[src/rtl/mem_arbiter.sv]
// Two-requester RAM arbiter: data side wins by default, instruction
// side is forced in after STARVE_MAX consecutive data grants.
module mem_arbiter #(
  parameter int WORD_W     = 32,
  parameter int STARVE_MAX = 4
) (
  input  logic              CLK,
  input  logic              nRST,
  input  logic              iREN,
  input  logic [WORD_W-1:0] iaddr,
  output logic              iwait,
  output logic [WORD_W-1:0] iload,
  input  logic              dREN,
  input  logic              dWEN,
  input  logic [WORD_W-1:0] daddr,
  input  logic [WORD_W-1:0] dstore,
  output logic              dwait,
  output logic [WORD_W-1:0] dload,
  output logic              ramREN,
  output logic              ramWEN,
  output logic [WORD_W-1:0] ramaddr,
  output logic [WORD_W-1:0] ramstore,
  input  logic [WORD_W-1:0] ramload,
  input  logic              ram_ready
);

  localparam int CW = $clog2(STARVE_MAX + 1);
  localparam logic [CW-1:0] SMAX = CW'(STARVE_MAX);

  typedef enum logic [1:0] {
    IDLE,
    IGRANT,
    DGRANT
  } state_t;

  state_t        state;
  logic [CW-1:0] starve_cnt;

  logic dreq;
  logic starve;
  logic d_done;
  logic i_done;

  assign dreq   = dREN | dWEN;
  assign starve = iREN & dreq & (starve_cnt == SMAX);
  assign d_done = (state == DGRANT) & dreq & ram_ready;
  assign i_done = (state == IGRANT) & iREN & ram_ready;

  always_ff @(posedge CLK or negedge nRST) begin
    if (!nRST) begin
      state      <= IDLE;
      starve_cnt <= '0;
    end else begin
      case (state)
        IDLE: begin
          if (dreq && !starve)
            state <= DGRANT;
          else if (iREN)
            state <= IGRANT;
        end
        DGRANT: begin
          if (!dreq || ram_ready)
            state <= IDLE;
        end
        IGRANT: begin
          if (!iREN || ram_ready)
            state <= IDLE;
        end
        default: state <= IDLE;
      endcase
      // the count only means something while an instruction fetch waits
      if (!iREN || i_done)
        starve_cnt <= '0;
      else if (d_done && starve_cnt != SMAX)
        starve_cnt <= starve_cnt + 1'b1;
    end
  end

  always_comb begin
    ramREN   = 1'b0;
    ramWEN   = 1'b0;
    ramaddr  = '0;
    ramstore = '0;
    iwait    = 1'b1;
    dwait    = 1'b1;
    iload    = '0;
    dload    = '0;
    case (state)
      DGRANT: begin
        ramaddr = daddr;
        if (dWEN) begin
          ramWEN   = 1'b1;
          ramstore = dstore;
        end else if (dREN) begin
          ramREN = 1'b1;
        end
        dwait = ~d_done;
        if (d_done && !dWEN)
          dload = ramload;
      end
      IGRANT: begin
        ramaddr = iaddr;
        ramREN  = iREN;
        iwait   = ~i_done;
        if (i_done)
          iload = ramload;
      end
      default: ;
    endcase
  end

endmodule

[config.mk]
export PLATFORM = sky130hd
export DESIGN_NAME = mem_arbiter
export DESIGN_NICKNAME = d
export VERILOG_FILES = /design/src/rtl/mem_arbiter.sv
export SDC_FILE = /design/constraint.sdc
export NUM_CORES = 1
export LEC_CHECK = 0
export ABC_CLOCK_PERIOD_IN_PS = 2200
export CAP_MARGIN = 10
export CORE_AREA = 4 4 101 103
export DETAILED_ROUTE_END_ITERATION = 12
export DIE_AREA = 0 0 105 107
export PLACE_DENSITY = 0.71
export SLEW_MARGIN = 20
export SYNTH_ARGS = -nofsm -noshare
export SYNTH_HDL_FRONTEND = slang
export SYNTH_SLANG_ARGS = --single-unit
[constraint.sdc]
create_clock -name CLK -period 2.2 [get_ports CLK]
set_clock_uncertainty 0.1 [all_clocks]
set_input_delay 0.44 -clock CLK [delete_from_list [all_inputs] [get_ports CLK]]
set_output_delay 0.44 -clock CLK [all_outputs]
set_load 0.02 [all_outputs]
[Yosys cells after proc, flatten, opt, wreduce, memory -nomap -nowiden]
Cells that the tools add are included.
Operators by class
  muxes and demuxes: 21
  add/subtract/negate cells: 1
  shift operators: 0
  order comparisons: 0
  reduce and logical (&&, ||, !) cells: 13
  bitwise logic cells: 9
  divide/modulo/power cells: 0
  equality and inequality tests: 7
  multiply operators: 0
Operators by type and width (count)
  $mux W32: 6
  $pmux W32 S2: 1
  $mux W2: 4
  $and A1 B1 Y1: 6
  $mux W1: 6
  $mux W3: 2
  $ne A3 B3 Y1 const B: 2
  $pmux W2 S3: 1
  $logic_not A1 Y1: 4
  $ne A2 B1 Y1 const B: 2
  $add A3 B1 Y3 const B: 1
  $eq A3 B3 Y1 const B: 1
  $logic_and A1 B1 Y1: 3
  $logic_or A1 B1 Y1: 3
  $reduce_and A3 Y1: 1
  $eq A2 B1 Y1 const B: 1
  $eq A2 B2 Y1 const B: 1
  $logic_not A2 Y1: 1
  $not A1 Y1: 2
  $pmux W1 S2: 1
  $reduce_bool A2 Y1: 1
  $or A1 B1 Y1: 1
Word-level totals
  memory bits (writable): 0
  bits in latches: 0
  output and inout port bits: 132
  memory bits (read-only): 0
  flip-flop bits (word level): 5
  logic and storage cells: 53
  input bits: 134
  memories kept: 0

[Depth between registers and ports, before layout]
Gate-level depths: netlist (run 1).
  depth in word-level cells: 7
  mapped depth: 7
  depth with buffers taken out: 6

[Least setup slack after synthesis (run 1)]
No wires, ideal clock.
  path type: register to output
  from: register state[0]
  to: output ramREN
  stages on the path, launching flop included: 8
  slack: -0.004 ns
  arrival time: 1.664 ns
  buffers on the path: 3
  required time: 1.660 ns
  cell sequence: dfrtp_1 -> inv_1 -> ha_1 -> clkbuf_2 -> buf_2 -> buf_2 -> nand3b_1 -> a21boi_0
Between the ends
  cells in the longest elaborated chain, start to end: 2
  elaborated cells between the ends (all ways): 3
  those cells by class: 2 x eq/ne; 1 x mux
Ends and longest elaborated chain
  start: declaration: line 36  | state_t state;
  start signal: assignment: line 51  | state <= IDLE;
  start signal: assignment: line 57  | state <= DGRANT;
  start signal: assignment: line 59  | state <= IGRANT;
  $eq A2 B1 Y1 / $eq A2 B2 Y1 (equally long branches): line 88  | case (state)
  $pmux W1 S2 *: line 88
  end: declaration: line 19  | output logic ramREN,
Every way passes the cells marked *; elsewhere a longest branch is shown, timed or not.

[Worst setup path after layout (run 1)]
  from: register state[1]
  to: output dload[22]
Between the ends
  cells in the longest elaborated chain, start to end: 6
Ends and longest elaborated chain
  $eq A2 B2 Y1 *: line 46, 88
  $and A1 B1 Y1 (2 in series): line 46  | assign d_done = (state == DGRANT) & dreq & ram_ready;
  $logic_and A1 B1 Y1: line 98  | if (d_done && !dWEN)
  $mux W32: line 98
  $mux W32 *: line 88
  end: declaration: line 18  | output logic [WORD_W-1:0] dload,
Marks and branches as above.

==> results of run 1 <==
-- kinds of logic (layout without fill, tap and decap cells) --
family / Yosys count / after routing / synth area share
AND/OR/NAND/NOR: 144 / 144 / 0.576
buffers and inverters: 33 / 304 / 0.0900
adder cells (fa/ha/maj): 5 / 5 / 0.0398
AO/OA/AOI/OAI: 42 / 42 / 0.198
multiplexers: 2 / 2 / 0.0159
flip-flops: 5 / 5 / 0.0796
-- power by group through the flow --
stage | registers [uW] | clock network [uW] | logic (uW)
finish | 132 | 170 | 2730
global route | 134 | 176 | 2920
CTS | 131 | 173 | 2760
detailed placement | 126 | 0 | 2520
global placement | 124 | 0 | 2490
floorplan | 122 | 0 | 1290
-- cell usage after synthesis (2+ instances only) --
| cell type | instances |
|---|---|
| a22oi_1 | 32 |
| o21ai_0 | 3 |
| inv_1 | 8 |
| dfrtp_1 | 5 |
| and3_1 | 33 |
| a21oi_1 | 3 |
| nor2b_1 | 32 |
| nand3b_1 | 2 |
| clkbuf_1 | 20 |
| ha_1 | 5 |
| and2_1 | 66 |
| nand3_1 | 2 |
| buf_2 | 2 |
| nand2_1 | 3 |
-- worst max-delay path: cells and delay by family, from the launching register on --
family / cells / cell delay (ns)
buffers and inverters: 3 / 0.42
flip-flops: 1 / 0.42
AND/OR/NAND/NOR: 2 / 0.37
adder cells (fa/ha/maj): 1 / 0.22
-- final timing paths --
| check | slack, ns | to | depth (start not counted) |
|---|---|---|---|
| min in group CLK | 0.48 | starve_cnt[1] | 2 |
| hold / removal | 0.34 | starve_cnt[0] | 1 |
| setup / recovery | -0.006 | dload[22] | 6 |
| hold reg to reg | 0.48 | starve_cnt[1] | 2 |
| max in group asynchronous | 1.47 | state[0] | 1 |
| setup reg to reg | 0.36 | state[1] | 6 |
-- flip-flops by register name, summed over array words and instances, names as in the netlist --
signal      count
starve_cnt      3
state           2
-- layout make-up --
cell class,count,area (um^2)
Inverter,8,30.0
Fill cell,905,4620
Sequential cell,5,125
Timing Repair Buffer,292,2770
Tap cell,111,139
Clock buffer,4,45.0
Multi-Input combinational cell,193,1470
-- per-layer routing --
layer	GRT usage	part of all wire
met2	0.341	0.55
met4	0.0291	0.0093
met3	0.0415	0.085
met1	0.163	0.35
met5	0	0
-- metrics by stage --
| step | TNS (ns) | total power, uW | instances |
|---|---|---|---|
| global route | -1.92 | 3230 | 613 |
| finish | -0.00571 | 3040 | 613 |
| global placement | -44.95 | 2620 | 601 |
| detailed placement | -46.32 | 2640 | 601 |
| floorplan | 0 | 1410 | 231 |
| CTS | -0.0750 | 3060 | 611 |
-- repair_timing --
item | CTS | global route
setup endpoints to repair | 132 | 94
pin swaps | 1 | 22
setup buffers | 2 | 1
cloned | 4 | 1
hold endpoints to repair | 0 | 0
resized for setup | 535 | 85
==> run_results.csv, run 1 <==
group,metric,value,unit
outcome,status,"finished, violations left",
outcome,violations,"setup timing",
floorplan,placementRows,35,
synth,synth_cell_types,29,
power_and_ir_drop,intPower,1630,uW
timing,setup_viol,1,
clock_tree,numCtsBuffers,3,
floorplan,die_area,0.0112,mm^2
run,maxCapViolCount,0,
cells_and_area,nNetsFinal,642,
synth,postSynth.asyncResetShare,1.00,
route,antenna_left,0,
global_route,grt_pass1_wl,14.9,mm
route,finalWirelength,10.2,mm
timing,hold_ws,0.340,ns
cells_and_area,stdcell_area,0.00458,mm^2
cells_and_area,layout-drive-gt1-share,0.398,
synth,ys_seq_elements,5,
cells_and_area,n_antenna_cell,0,
worst_hold_path,hp-class,"in -> async",
clock_tree,cts_max_path_buffers,2,
critical_path,worstPathRequired,1.66,ns
route,routedWlPerCell,16.7,um
global_route,grt_pass1_vias,2858,
synth,synth_nets,370,
clock_tree,root_buffer,"clkbuf_8",
synth,synth_top_cell_area_share,0.263,
placement,pre_cts_slack,-0.480,ns
timing,fin_ws,-0.00571,ns
power_and_ir_drop,power.switching,1400,uW
timing,final_max_slew_viol_count,0,
power_and_ir_drop,p_comb_frac,0.900,
timing,rsz0062_at_grt,"true",
route,drt-initial-drc-count,83,
cells_and_area,final_common_cell,"clkdlybuf4s50_1",
route,drc,0,
clock_tree,cts_max_level,1,
floorplan,die_y,107,um
global_route,grt_max_degree,35,
timing,period_minus_slack,2.21,ns
critical_path,slowest_stage,"dfrtp_1",
timing,min_period_over_period,1.00,
route,via_count,2730,
route,viasPerCell,4.45,
timing,hold_viol_final,0,
critical_path,crit_chain,"ha_4 -> and4b_2 -> buf_6 -> buf_16 -> and2_1 -> buf_4",
placement,placement.cell_area,0.00446,mm^2
placement,io_buffers,265,
synth,synth_edf_count,0,
global_route,overflow,0,
synth,netlist.top_cell.by_area,"and2_1",
global_route,antenna_found_initial,0,
power_and_ir_drop,switching_share,0.462,
critical_path,path_max_fanout,8,
critical_path,worst_ep_arrival_time,1.67,ns
synth,synth_area,0.00157,mm^2
cells_and_area,area_growth,191,%
clock_tree,cts_sinks,5,
power_and_ir_drop,pwr-share-seq,0.043,
synth,synth_ff_type,"dfrtp_1",
route,drt-pass1-iter-count,4,
power_and_ir_drop,clkPwrFrac,0.056,
placement,dp_hpwl,8.01,mm
floorplan,initial_core_util,0.171,
placement,gp_congestion,0.754,
synth,synthTopCellsByArea,"and2_1 (26%), a22oi_1 (15%), and3_1 (13%)",
critical_path,worst_path_largest_cell_delay,0.42,ns
critical_path,rr_startpoint,"state[0]",
synth,yosysSeqAreaShare,0.0796,
timing,worst_slew_pin_slew,0.299,ns
clock_tree,clk_latency,0.22,ns
timing,worst_slew_margin_rel,0.800,
power_and_ir_drop,ir_drop,0.407,mV
global_route,grt_usage,0.164,
power_and_ir_drop,power_density,663,mW/mm^2
cells_and_area,mostFrequentLayoutCells,"clkdlybuf4s50_1 (130), buf_2 (48), and2_1 (38)",
critical_path,start_kind,"flop",
critical_path,cp-end-kind,"output pin",
cells_and_area,final_util,0.498,
synth,synth.avg_cell_area,6.80,um^2
critical_path,critPathLaunch,"state[1]",
synth,syn-instance-count,231,
floorplan,ios,266,
floorplan,fp.coreArea,0.00920,mm^2
clock_tree,cts_tree,"built",
floorplan,die-width,105,um
critical_path,path_class,"reg -> out",
power_and_ir_drop,power_leakage,0.00218,uW
timing,clock.fmax,0.453,GHz
clock_tree,clkTransAtPathRegs,0.04,ns
synth,ys_warn_count,0,
clock_tree,hold_buffers,0,
No activity file was read; power rests on OpenSTA's default activity.
==> inputs of run 2 (changes only) <==
--- a/config.mk
+++ b/config.mk
@@ -7,10 +7,13 @@
 export LEC_CHECK = 0
 export ABC_CLOCK_PERIOD_IN_PS = 2200
 export CAP_MARGIN = 10
-export CORE_AREA = 4 4 101 103
+export CELL_PAD_IN_SITES_DETAIL_PLACEMENT = 1
+export CELL_PAD_IN_SITES_GLOBAL_PLACEMENT = 1
+export CORE_AREA = 4 4 120 122
 export DETAILED_ROUTE_END_ITERATION = 12
-export DIE_AREA = 0 0 105 107
-export PLACE_DENSITY = 0.71
+export DIE_AREA = 0 0 124 126
+export GPL_TIMING_DRIVEN = 0
+export PLACE_DENSITY_LB_ADDON = 0.08
 export SLEW_MARGIN = 20
 export SYNTH_ARGS = -nofsm -noshare
 export SYNTH_HDL_FRONTEND = slang
==> run 2 against run 1 <==
Against the previous run:
- the flow still finishes with violations (setup timing)
- wire length increased by 17%
- die area up 39%
- via count rose by 5.1%
- combinational power shrank 1%
- worst setup slack got worse by 0.0084 ns
- worst hold slack barely moved
- critical path type unchanged
- largest power group unchanged
==> run_results.csv, run 2 (synthesis results as in run 1) <==
group,metric,value,unit
power_and_ir_drop,power_leakage,0.00232,uW
timing,fin_ws,-0.0141,ns
critical_path,worstPathRequired,1.66,ns
timing,hold_ws,0.340,ns
cells_and_area,ff_latch_area,126,um^2
critical_path,path_max_fanout,7,
clock_tree,cts_sinks,5,
cells_and_area,multi_input_comb_area,0.00161,mm^2
route,viasPerCell,4.13,
timing,final_max_slew_viol_count,0,
run,maxCapViolCount,0,
floorplan,fp.coreArea,0.0132,mm^2
critical_path,reg2reg_to,"state[1]",
global_route,use_met2,0.255,
timing,min_period_over_period,1.01,
cells_and_area,area_growth,214,%
cells_and_area,final_util,0.374,
critical_path,worst_path_largest_cell_delay,0.40,ns
floorplan,placementRows,42,
critical_path,reg2reg_depth,6,
critical_path,rrSetupSlack,0.32,ns
clock_tree,root_buffer,"clkbuf_16",
timing,rsz0062_at_grt,"true",
cells_and_area,reg.largest.list,"starve_cnt x3, state x2",
timing,setup_viol,15,
route,finalWirelength,11.9,mm
cells_and_area,n_fill_cell,1554,
clock_tree,cts_tree,"built",
critical_path,cp-end-kind,"output pin",
cells_and_area,mostFrequentLayoutCells,"clkdlybuf4s50_1 (129), buf_6 (69), and2_4 (62)",
placement,gp_congestion,0.763,
critical_path,worst_ep_arrival_time,1.67,ns
placement,pre_cts_slack,-1.04,ns
critical_path,crit_chain,"inv_2 -> ha_4 -> and4b_4 -> buf_8 -> and2_4 -> buf_6",
global_route,grt_pass1_wl,17.2,mm
timing,period_minus_slack,2.21,ns
outcome,status,"finished, violations left",
clock_tree,clkTransAtPathRegs,0.03,ns
global_route,antenna_found_initial,1,
route,via_count,2869,
clock_tree,numCtsBuffers,3,
floorplan,die-width,124,um
placement,dp_hpwl,9.74,mm
cells_and_area,layout-drive-gt1-share,0.519,
clock_tree,hold_buffers,0,
timing,worst_slew_margin_rel,0.762,
route,drt-initial-drc-count,44,
critical_path,rr_startpoint,"state[0]",
clock_tree,cts_max_level,1,
critical_path,crit_family,"simple AND/OR/NAND/NOR gates",
route,antenna_left,0,
timing,worst_slew_pin_slew,0.357,ns
route,drc,0,
global_route,grt_max_degree,11,
global_route,grt_pass1_vias,3001,
worst_hold_path,hp-class,"in -> async",
timing,hold_viol_final,0,
cells_and_area,final_common_cell,"clkdlybuf4s50_1",
floorplan,die_area,0.0156,mm^2
timing,clock.fmax,0.452,GHz
power_and_ir_drop,power_density,634,mW/mm^2
global_route,overflow,0,
cells_and_area,regMostFlops,"starve_cnt",
critical_path,slowest_stage,"and4b_4",
power_and_ir_drop,ir_drop,0.342,mV
critical_path,path_class,"reg -> out",
floorplan,ios,266,
cells_and_area,largest_reg_flops,3,
clock_tree,clk_latency,0.23,ns
global_route,grt_util_met1,0.149,
global_route,grt_usage,0.138,
cells_and_area,nNetsFinal,658,
critical_path,start_kind,"flop",
global_route,busiest_layer,"met2",
floorplan,die_y,126,um
route,drt-pass1-iter-count,4,
critical_path,path_buf_inv,3,
clock_tree,cts_max_path_buffers,2,
floorplan,initial_core_util,0.119,
global_route,grt_use_met3,0.0529,
placement,io_buffers,265,
route,routedWlPerCell,17.2,um
outcome,violations,"setup timing",
-- run 2: changes by cell type in the layout (fill, tap and decap cells not counted), sizes merged --
cell / delta
diode: +1
clkdlybuf4s15: -21
buf: +41
and3: +1
dlygate4sd2: -4
clkdlybuf4s50: -1
-- run 2: final cells by class --
type | count | share of cell area
well taps | 176 | 0.0446
plain buffers | 24 | 0.0528
inverters | 8 | 0.00660
clock buffers | 4 | 0.0160
diodes | 1 | 0.000507
repair buffers | 283 | 0.528
multi-input cells | 194 | 0.326
flip-flops and latches | 5 | 0.0256
-- run 2: worst max-delay path by stage --
stage	startpoint	end	slack [ns]	cells past startpoint
final	state[0]	dload[3]	-0.01	6
after global routing	state[0]	dload[19]	-0.08	6
after CTS	state[0]	dload[20]	-0.12	7
after detailed placement	iREN	iload[19]	-1.04	5
after global placement	iREN	iload[16]	-1.02	5
after floorplan	state[0]	ramREN	0.14	7
-- run 2: report_power, final --
group | internal, uW | switching, uW | leakage [uW]
Sequential | 113 | 25.9 | 0.0000660
Combinational | 1350 | 1340 | 0.00222
Clock | 240 | 57.3 | 0.0000382
-- run 2: per-layer routing --
layer  part of all wire  wire length, um  vias up
met3               0.14             1660        7
met5                  0                0        -
met1               0.35             4120     1307
met4             0.0085              101        0
met2               0.51             6040      185
li1                   -                -     1370
-- run 2: worst register-to-register path, stage by stage, from the launching register on --
cell and delay, ns:
dfrtp_1 0.39, inv_2 0.10, buf_4 0.13, ha_4 0.13
or4b_4 0.46, o311ai_2 0.13, mux2_4 0.33
-- run 2: metrics by stage --
| step | std cells | instance area, um^2 | total power (uW) | setup TNS, ns |
|---|---|---|---|---|
| after CTS | 688 | 4590 | 2980 | -7.59 |
| final | 695 | 4930 | 3130 | -0.0679 |
| after global placement | 672 | 4440 | 2590 | -90.39 |
| after floorplan | 231 | 1570 | 1410 | 0 |
| after global routing | 695 | 4930 | 3370 | -3.44 |
| after detailed placement | 672 | 4440 | 2610 | -91.63 |
-- run 2: what timing repair did --
action	4_1_cts	5_1_grt
setup buffers	5	7
pin swaps	32	16
endpoints found under the setup margin	132	131
endpoints found under the hold margin	0	0
cloned	7	0
resized for setup	710	139
